**src/rtl/mips_alu_unit.sv**
```systemverilog
// Execute-stage arithmetic block for the single-cycle MIPS core: immediate sign
// extension, ALU-control decode, operand-B mux, ALU, plus a registered trace copy.
module mips_alu_unit #(
    parameter int BITS = 32
) (
    input  logic                   clk,
    input  logic                   rst,
    input  logic signed [BITS-1:0] a,
    input  logic signed [BITS-1:0] b,
    input  logic        [15:0]     imm16,
    input  logic                   alu_src,
    input  logic        [1:0]      alu_op,
    input  logic        [5:0]      funct,
    output logic        [BITS-1:0] imm32,
    output logic        [2:0]      alu_ctrl,
    output logic        [BITS-1:0] alu_out,
    output logic                   zero,
    output logic        [BITS-1:0] result_q,
    output logic                   zero_q
);

    localparam logic [1:0] OP_MEM   = 2'b00;
    localparam logic [1:0] OP_BRANCH = 2'b01;
    localparam logic [1:0] OP_RTYPE = 2'b10;

    localparam logic [5:0] FN_ADD = 6'b100000;
    localparam logic [5:0] FN_SUB = 6'b100010;
    localparam logic [5:0] FN_AND = 6'b100100;
    localparam logic [5:0] FN_OR  = 6'b100101;
    localparam logic [5:0] FN_SLT = 6'b101010;

    localparam logic [2:0] ALU_AND = 3'b000;
    localparam logic [2:0] ALU_OR  = 3'b001;
    localparam logic [2:0] ALU_ADD = 3'b010;
    localparam logic [2:0] ALU_SUB = 3'b110;
    localparam logic [2:0] ALU_SLT = 3'b111;

    function automatic logic signed [BITS-1:0] f_sext16(input logic [15:0] v);
        return BITS'($signed(v));
    endfunction

    // ALUOp 11 is not issued by the main controller today; it falls back to add.
    function automatic logic [2:0] f_alu_ctrl(input logic [1:0] op, input logic [5:0] fn);
        logic [2:0] c;
        c = ALU_ADD;
        case (op)
            OP_MEM:    c = ALU_ADD;
            OP_BRANCH: c = ALU_SUB;
            OP_RTYPE: begin
                case (fn)
                    FN_ADD:  c = ALU_ADD;
                    FN_SUB:  c = ALU_SUB;
                    FN_AND:  c = ALU_AND;
                    FN_OR:   c = ALU_OR;
                    FN_SLT:  c = ALU_SLT;
                    default: c = ALU_ADD;
                endcase
            end
            default:   c = ALU_ADD;
        endcase
        return c;
    endfunction

    // slt uses a direct signed compare, so it stays correct when a - opb overflows.
    function automatic logic [BITS-1:0] f_alu(input logic [2:0] ctrl,
                                              input logic signed [BITS-1:0] x,
                                              input logic signed [BITS-1:0] y);
        logic [BITS-1:0] r;
        r = '0;
        case (ctrl)
            ALU_AND: r = x & y;
            ALU_OR:  r = x | y;
            ALU_ADD: r = x + y;
            ALU_SUB: r = x - y;
            ALU_SLT: r = {{(BITS-1){1'b0}}, (x < y)};
            default: r = '0;
        endcase
        return r;
    endfunction

    logic signed [BITS-1:0] w_imm32_p0;
    logic signed [BITS-1:0] w_opb_p0;
    logic        [2:0]      w_ctrl_p0;
    logic        [BITS-1:0] w_result_p0;
    logic                   w_zero_p0;
    logic        [BITS-1:0] r_result_p1;
    logic                   r_zero_p1;

    // Stage p0: combinational single-cycle path
    assign w_imm32_p0  = f_sext16(imm16);
    assign w_opb_p0    = alu_src ? w_imm32_p0 : b;
    assign w_ctrl_p0   = f_alu_ctrl(alu_op, funct);
    assign w_result_p0 = f_alu(w_ctrl_p0, a, w_opb_p0);
    assign w_zero_p0   = ~|w_result_p0;

    // Stage p1: registered trace copy
    always_ff @(posedge clk) begin
        if (rst) begin
            r_result_p1 <= '0;
            r_zero_p1   <= 1'b0;
        end else begin
            r_result_p1 <= w_result_p0;
            r_zero_p1   <= w_zero_p0;
        end
    end

    assign imm32    = w_imm32_p0;
    assign alu_ctrl = w_ctrl_p0;
    assign alu_out  = w_result_p0;
    assign zero     = w_zero_p0;
    assign result_q = r_result_p1;
    assign zero_q   = r_zero_p1;

endmodule

```
**config.mk**
```make
export PLATFORM = sky130hd
export DESIGN_NAME = mips_alu_unit
export DESIGN_NICKNAME = d
export VERILOG_FILES = /design/src/rtl/mips_alu_unit.sv
export SDC_FILE = /design/constraint.sdc
export NUM_CORES = 1
export LEC_CHECK = 0
export ABC_AREA = 1
export ABC_CLOCK_PERIOD_IN_PS = 11700
export CAP_MARGIN = 5
export CORE_MARGIN = 5
export CORE_UTILIZATION = 55
export DETAILED_ROUTE_END_ITERATION = 12
export DONT_BUFFER_PORTS = 1
export GPL_TIMING_DRIVEN = 1
export HOLD_SLACK_MARGIN = 0.12
export MAX_ROUTING_LAYER = met4
export PLACE_DENSITY = 0.7
export SYNTH_ARGS = -nofsm -noshare
export SYNTH_HDL_FRONTEND = slang
export SYNTH_SLANG_ARGS = --single-unit
```
**constraint.sdc**
```tcl
create_clock -name clk -period 11.7 [get_ports clk]
set_clock_uncertainty 0.2 [all_clocks]
set_input_delay 1.755 -clock clk [delete_from_list [all_inputs] [get_ports clk]]
set_output_delay 1.755 -clock clk [all_outputs]
set_load 0.01 [all_outputs]
```
==> impl_metrics.py, run 1 <==
metrics = {
    "outcome": {
        "status": "finished clean",
    },
    "cells_and_area": {
        "sequential_cell_area_um2": 661,
        "final_area_um2": 8290,
        "synthToLayoutAreaGrowth_pct": -0.645,
        "fillers": 1675,
        "multiInputGateArea_um2": 5840,
        "antenna_cells": 0,
        "layout.nets": 1706,
        "postLayoutCoreUtil_pct": 55.2,
        "finalNonFillerCells": 1701,
        "drive_gt1_share_pct": 4.89,
    },
    "run": {
        "maxCapViolCount": 0,
    },
    "setup_path": {
        "path_class": "input port to output port",
        "arrival_ns": 5.60,
        "crit_slowest_cell": "inv_1",
        "cp-start-kind": "input port",
        "slowest_delay_ns": 0.64,
        "cp.required_ns": 9.75,
        "crit_chain": "inv_1, or2_2, o21ai_0, inv_1, ha_1, inv_1, fa_1, inv_1, nand2_1, o21bai_1, nand2_1, nand2_1, nand2_1, nand3_1, nand3_2, nor2_1, nand2_1, nor2_1, nand2_1, nor2_1, nand3_1, inv_1",
        "cpMostUsedCell": "nand2_1",
        "endpoint_kind": "output port",
        "crit_path_max_fanout": 32,
    },
    "yosys": {
        "synth_top_area_share_pct": 21.8,
        "synth-edff-count": 0,
        "ys_async_sr_fraction_pct": 0,
        "ys_seq_area_share_pct": 7.91,
        "synth.area.top_cells": "nand2_1 22%, inv_1 16%, ha_1 15%",
        "netlist_instances": 1576,
        "yosys_register_bits": 33,
        "yosysTopAreaCell": "nand2_1",
        "ys_types": 40,
        "yosys_warnings": 0,
        "syn_area_per_cell_um2": 5.30,
        "syn_area_um2": 8350,
        "ys.flop_type": "dfxtp_1",
        "syn-num-nets": 1770,
    },
    "sta": {
        "setup_violations": 0,
        "rsz0062_at_grt": "no",
        "tightest_slew_ns": 0.980,
        "fin_setup_tns_ns": 0,
        "drv_slew": 0,
        "min_period_over_period_pct": 64.6,
        "timing.hold.ws_ns": 1.34,
        "relSlewSlack_pct": 34.5,
        "fmax_ghz": 0.132,
        "min_period_ns": 7.56,
        "hold_viol": 0,
    },
    "floorplanning": {
        "die_w_um": 133,
        "core_area_um2": 15000,
        "dieHeight_um": 133,
        "fp-row-count": 45,
        "die_area_um2": 17700,
        "initial_core_util_pct": 55.5,
        "ios": 192,
    },
    "pwr": {
        "power.leakage_nw": 5.13,
        "power_density_nw_per_um2": 92.1,
        "max-vdd-ir-drop_v": 0.0000915,
    },
    "detailed_routing": {
        "wl_per_cell_um": 17.1,
        "viasPerCell": 5.36,
        "drc": 0,
        "drt_wl_total_um": 29100,
        "drtIter0Drc": 930,
        "vias": 9115,
        "drtAntennaViolNets": 0,
        "first_pass_iters": 5,
    },
    "global_route": {
        "grt_max_degree": 33,
        "overflow": 0,
        "grt_pass1_wl_um": 44600,
        "antenna_found_initial": 0,
        "track_usage_pct": 32.6,
        "grt_pass1_vias": 8416,
    },
    "cts": {
        "cts_resized": 0,
        "clock_sinks": 33,
        "cts_root_buf": "clkbuf_16",
        "cts_hold_buf": 0,
        "path_clk_slew_ns": 0.05,
        "tritoncts": "built",
        "ctsLongestPathBuffers": 2,
        "cts-htree-levels": 2,
        "cts_setup_buffers": 0,
        "cts-buffers-inserted": 5,
    },
    "placed_design": {
        "hpwl_um": 25000,
        "dp_cells": 1693,
        "place_area_um2": 8120,
        "io_buffers": 0,
        "routabilityCongestion": 1.07,
    },
    "min_path": {
        "hp-class": "input port to register",
    },
}
==> metal layers <==
layer,share of wire (%),track usage [%],wire length [um],vias up
met4,1.6,7.37,478,0
li1,-,-,-,4577
met1,46,45.6,13400,4057
met5,0,-,0,-
met2,40,47.3,11700,452
met3,12,8.16,3530,29
==> logic make-up after synthesis <==
logic type,Yosys count,synth area share (%)
flip-flops,33,7.91
XOR/XNOR,10,1.05
AND/OR/NAND/NOR,861,44.9
AO/OA/AOI/OAI,130,8.35
buffers and inverters,439,22.2
adder cells (fa/ha/maj),103,15.6
==> cells in the final DEF, fill, tap and decap left out, types with 2 or more instances in the layout <==
cell and count:
a21oi_1 66, a31oi_1 6, and2_1 3, clkbuf_16 5, dfxtp_1 33, fa_1 2, ha_1 101, inv_1 356
inv_2 10, nand2_1 485, nand2_2 5, nand3_1 134, nand3_2 17, nand3_4 2, nand3b_1 4, nand4_1 16
nor2_1 150, nor2_2 9, nor2_4 4, nor3_1 10, o21ai_0 32, o21ai_1 6, o21bai_1 7, o22ai_1 11
or2_2 16, xor2_1 10
==> final timing paths <==
path,slack [ns],depth (start not counted),from,endpoint
max,4.14,22,alu_src,zero
min,1.34,1,rst,result_q[25]
==> where the power goes <==
group	switching [mW]	leakage (nW)	internal, mW
Clock	0.0419	0.0841	0.106
Sequential	0.0143	0.274	0.130
Combinational	0.339	4.77	0.133
==> worst max-delay path: cells and delay by family <==
kind | cells | cell delay [ns]
buffers and inverters | 5 | 1.06
adder cells (fa/ha/maj) | 2 | 0.64
AND/OR/NAND/NOR | 13 | 1.66
AO/OA/AOI/OAI | 2 | 0.47
==> cell type report <==
type | instances | share of cell area [%]
multi-input combinational | 1104 | 70.4
sequential | 33 | 7.97
clock inverter | 1 | 0.362
inverter | 368 | 16.7
tap | 188 | 2.84
clock buffer | 7 | 1.72
==> synthesized netlist by cell type, types with 4 or more instances <==
cell type	instances
o22ai_1	11
or2_2	16
inv_2	10
buf_2	22
a31oi_1	6
o21ai_0	32
nand3b_1	4
nand3_1	134
nor3_1	10
buf_4	36
nor2_1	150
nand2_2	5
buf_6	5
xor2_1	10
inv_1	356
ha_1	101
clkbuf_1	7
nor2_2	10
o21bai_1	7
dfxtp_1	33
nand3_2	17
nand2_1	485
nand4_1	16
a21oi_1	66
o21ai_1	6
==> metrics by stage <==
stage	total power, mW	setup WS, ns
2_1_floorplan	0.502	5.44
4_1_cts	0.755	4.15
6_report	0.764	4.14
5_1_grt	0.823	3.68
3_5_place_dp	0.605	4.15
3_3_place_gp	0.604	4.21
==> sequential cells by signal (all words and copies together) (netlist names) <==
register	flops
zero_q	1
result_q	32
Power figures use the tool's default switching activity.
==> run 2: changes to the inputs <==
ABC_AREA = 0   (was 1)
ABC_CLOCK_PERIOD_IN_PS = 6100   (was 11700)
PLACE_DENSITY = 0.73   (was 0.7)
clock period = 6.1 ns   (was 11.7 ns; I/O delays follow)
==> impl_metrics.py, run 2 <==
metrics = {
    "setup_path": {
        "crit_path_max_fanout": 17,
        "cpMostUsedCell": "buf_4",
        "cpLargestDelayFamily": "compound AO/OA/AOI/OAI gates",
        "endpoint_kind": "output port",
        "crit_buf_inv": 5,
        "crit_chain": "mux2i_1, inv_1, ha_1, inv_1, fa_1, or2_1, a2111oi_4, buf_4, a2bb2oi_1, a31o_2, o221ai_1, a21oi_1, nand4_1, nor4_2, buf_4, nand4_1, nor3_2, buf_4",
        "arrival_ns": 4.74,
        "path_class": "input port to output port",
        "cp-start-kind": "input port",
        "cp.required_ns": 4.98,
        "cp.depth": 18,
        "slowest_delay_ns": 0.45,
        "crit_slowest_cell": "fa_1",
    },
    "yosys": {
        "yosys_warnings": 0,
        "syn-num-nets": 1202,
        "netlist_instances": 1008,
        "syn_area_um2": 7030,
        "yosysMostFrequentCell": "a21oi_1",
        "yosysTopAreaCell": "ha_1",
        "synth-edff-count": 0,
        "ys_types": 87,
        "ys_async_sr_fraction_pct": 0,
        "yosys_register_bits": 33,
        "synth_common_cells": "107 x a21oi_1, 105 x inv_1, 101 x ha_1",
        "synth.area.top_cells": "ha_1 18%, dfxtp_1 9.4%, a21oi_1 7.6%",
        "ys.flop_type": "dfxtp_1",
        "syn_area_per_cell_um2": 6.97,
        "ys_seq_area_share_pct": 9.40,
        "synth_top_area_share_pct": 18.0,
    },
    "sta": {
        "rsz0062_at_grt": "no",
        "fmax_ghz": 0.171,
        "setup_violations": 0,
        "drv_slew": 0,
        "fin_setup_tns_ns": 0,
        "min_period_ns": 5.86,
        "min_period_over_period_pct": 96.1,
        "tightest_slew_ns": 0.835,
        "timing.hold.ws_ns": 0.494,
        "relSlewSlack_pct": 44.1,
        "hold_viol": 0,
    },
    "detailed_routing": {
        "drtIter0Drc": 738,
        "vias": 7576,
        "viasPerCell": 6.53,
        "drtAntennaViolNets": 0,
        "first_pass_iters": 6,
        "drt_wl_total_um": 25100,
        "wl_per_cell_um": 21.7,
        "drc": 0,
    },
    "cells_and_area": {
        "fillers": 1257,
        "largest_reg_flops": 32,
        "drive_gt1_share_pct": 10.7,
        "antenna_cells": 0,
        "synthToLayoutAreaGrowth_pct": 5.91,
        "layout_common_cells": "106 x a21oi_1, 105 x inv_1, 101 x ha_1",
        "postLayoutCoreUtil_pct": 59.2,
        "layout.nets": 1181,
        "final_common_cell": "a21oi_1",
    },
    "outcome": {
        "status": "finished clean",
    },
    "floorplanning": {
        "fp-row-count": 41,
        "dieHeight_um": 123,
        "core_area_um2": 12600,
        "die_w_um": 123,
        "die_area_um2": 15100,
        "initial_core_util_pct": 55.9,
        "ios": 192,
    },
    "pwr": {
        "total_power_mw": 1.44,
        "power_density_nw_per_um2": 194,
        "max-vdd-ir-drop_v": 0.0000999,
        "power.leakage_nw": 3.41,
    },
    "cts": {
        "cts_hold_buf": 0,
        "path_clk_slew_ns": 0.05,
        "cts-htree-levels": 2,
        "ctsLongestPathBuffers": 2,
        "cts_setup_buffers": 0,
        "cts_resized": 0,
        "cts-buffers-inserted": 5,
        "clock_sinks": 33,
        "tritoncts": "built",
        "cts_root_buf": "clkbuf_16",
    },
    "global_route": {
        "grt_pass1_wl_um": 39100,
        "track_usage_pct": 33.6,
        "overflow": 0,
        "grt_pass1_vias": 7138,
        "antenna_found_initial": 0,
        "grt_max_degree": 34,
    },
    "min_path": {
        "holdPathStages": 1,
        "hp-class": "input port to register",
    },
    "run": {
        "maxCapViolCount": 0,
    },
    "placed_design": {
        "routabilityCongestion": 1.04,
        "hpwl_um": 20400,
        "io_buffers": 0,
    },
}
[run 2: cell count changes after synthesis, sizes merged, moves of 16 or more]
cell,before,now
nor2,163,96
o211ai,1,17
inv,367,111
clkbuf,7,30
a21oi,66,108
a211oi,0,24
o31ai,0,22
mux2i,0,25
nand3,153,27
nand2,491,57
nor2b,0,21
[run 2: area by class of cell]
| cell class | count | area [um^2] | share of cell area (%) |
|---|---|---|---|
| Clock inverter | 1 | 5.00 | 0.0672 |
| Timing Repair Buffer | 54 | 405 | 5.45 |
| Sequential cell | 33 | 661 | 8.88 |
| Multi-Input combinational cell | 779 | 5580 | 74.9 |
| Clock buffer | 7 | 153 | 2.05 |
| Inverter | 114 | 428 | 5.75 |
| Tap cell | 172 | 215 | 2.89 |
[run 2: worst paths after layout]
check | end | startpoint | slack, ns
worst max-delay path | zero | alu_src | 0.24
worst min-delay path | result_q[3] | rst | 0.49
[run 2: metal layers]
metal / global-route usage, % / wire [um] / part of all wire (%)
met5: - / 0 / 0
met4: 12.5 / 854 / 3.4
met3: 5.67 / 2400 / 9.6
met1: 42.5 / 10200 / 41
met2: 53.8 / 11700 / 46
[run 2: cells by family (layout without fill, tap and decap cells)]
logic type,Yosys count,count (layout),synth area share [%]
AOI/OAI and AO/OA,342,342,33.7
buffers and inverters,196,176,12.5
xor gates and xnor gates,6,6,0.748
DFF,33,33,9.40
adders and majority gates,103,103,18.6
muxes,26,26,3.72
and+or+nand+nor,302,302,21.4
[run 2: stage by stage]
stage	cells	cell area (um^2)	worst slack (ns)
6_report	1160	7440	0.241
5_1_grt	1160	7440	0.0150
4_1_cts	1160	7370	0.118
3_5_place_dp	1152	7210	0.137
3_3_place_gp	1152	7210	0.162
2_1_floorplan	1008	7030	0.0452
[run 2: power breakdown]
part	switching, mW	leakage (nW)	internal, mW	total, mW
Combinational	0.570	3.06	0.325	0.895
Clock	0.0999	0.0799	0.173	0.273
Sequential	0.0279	0.274	0.248	0.276
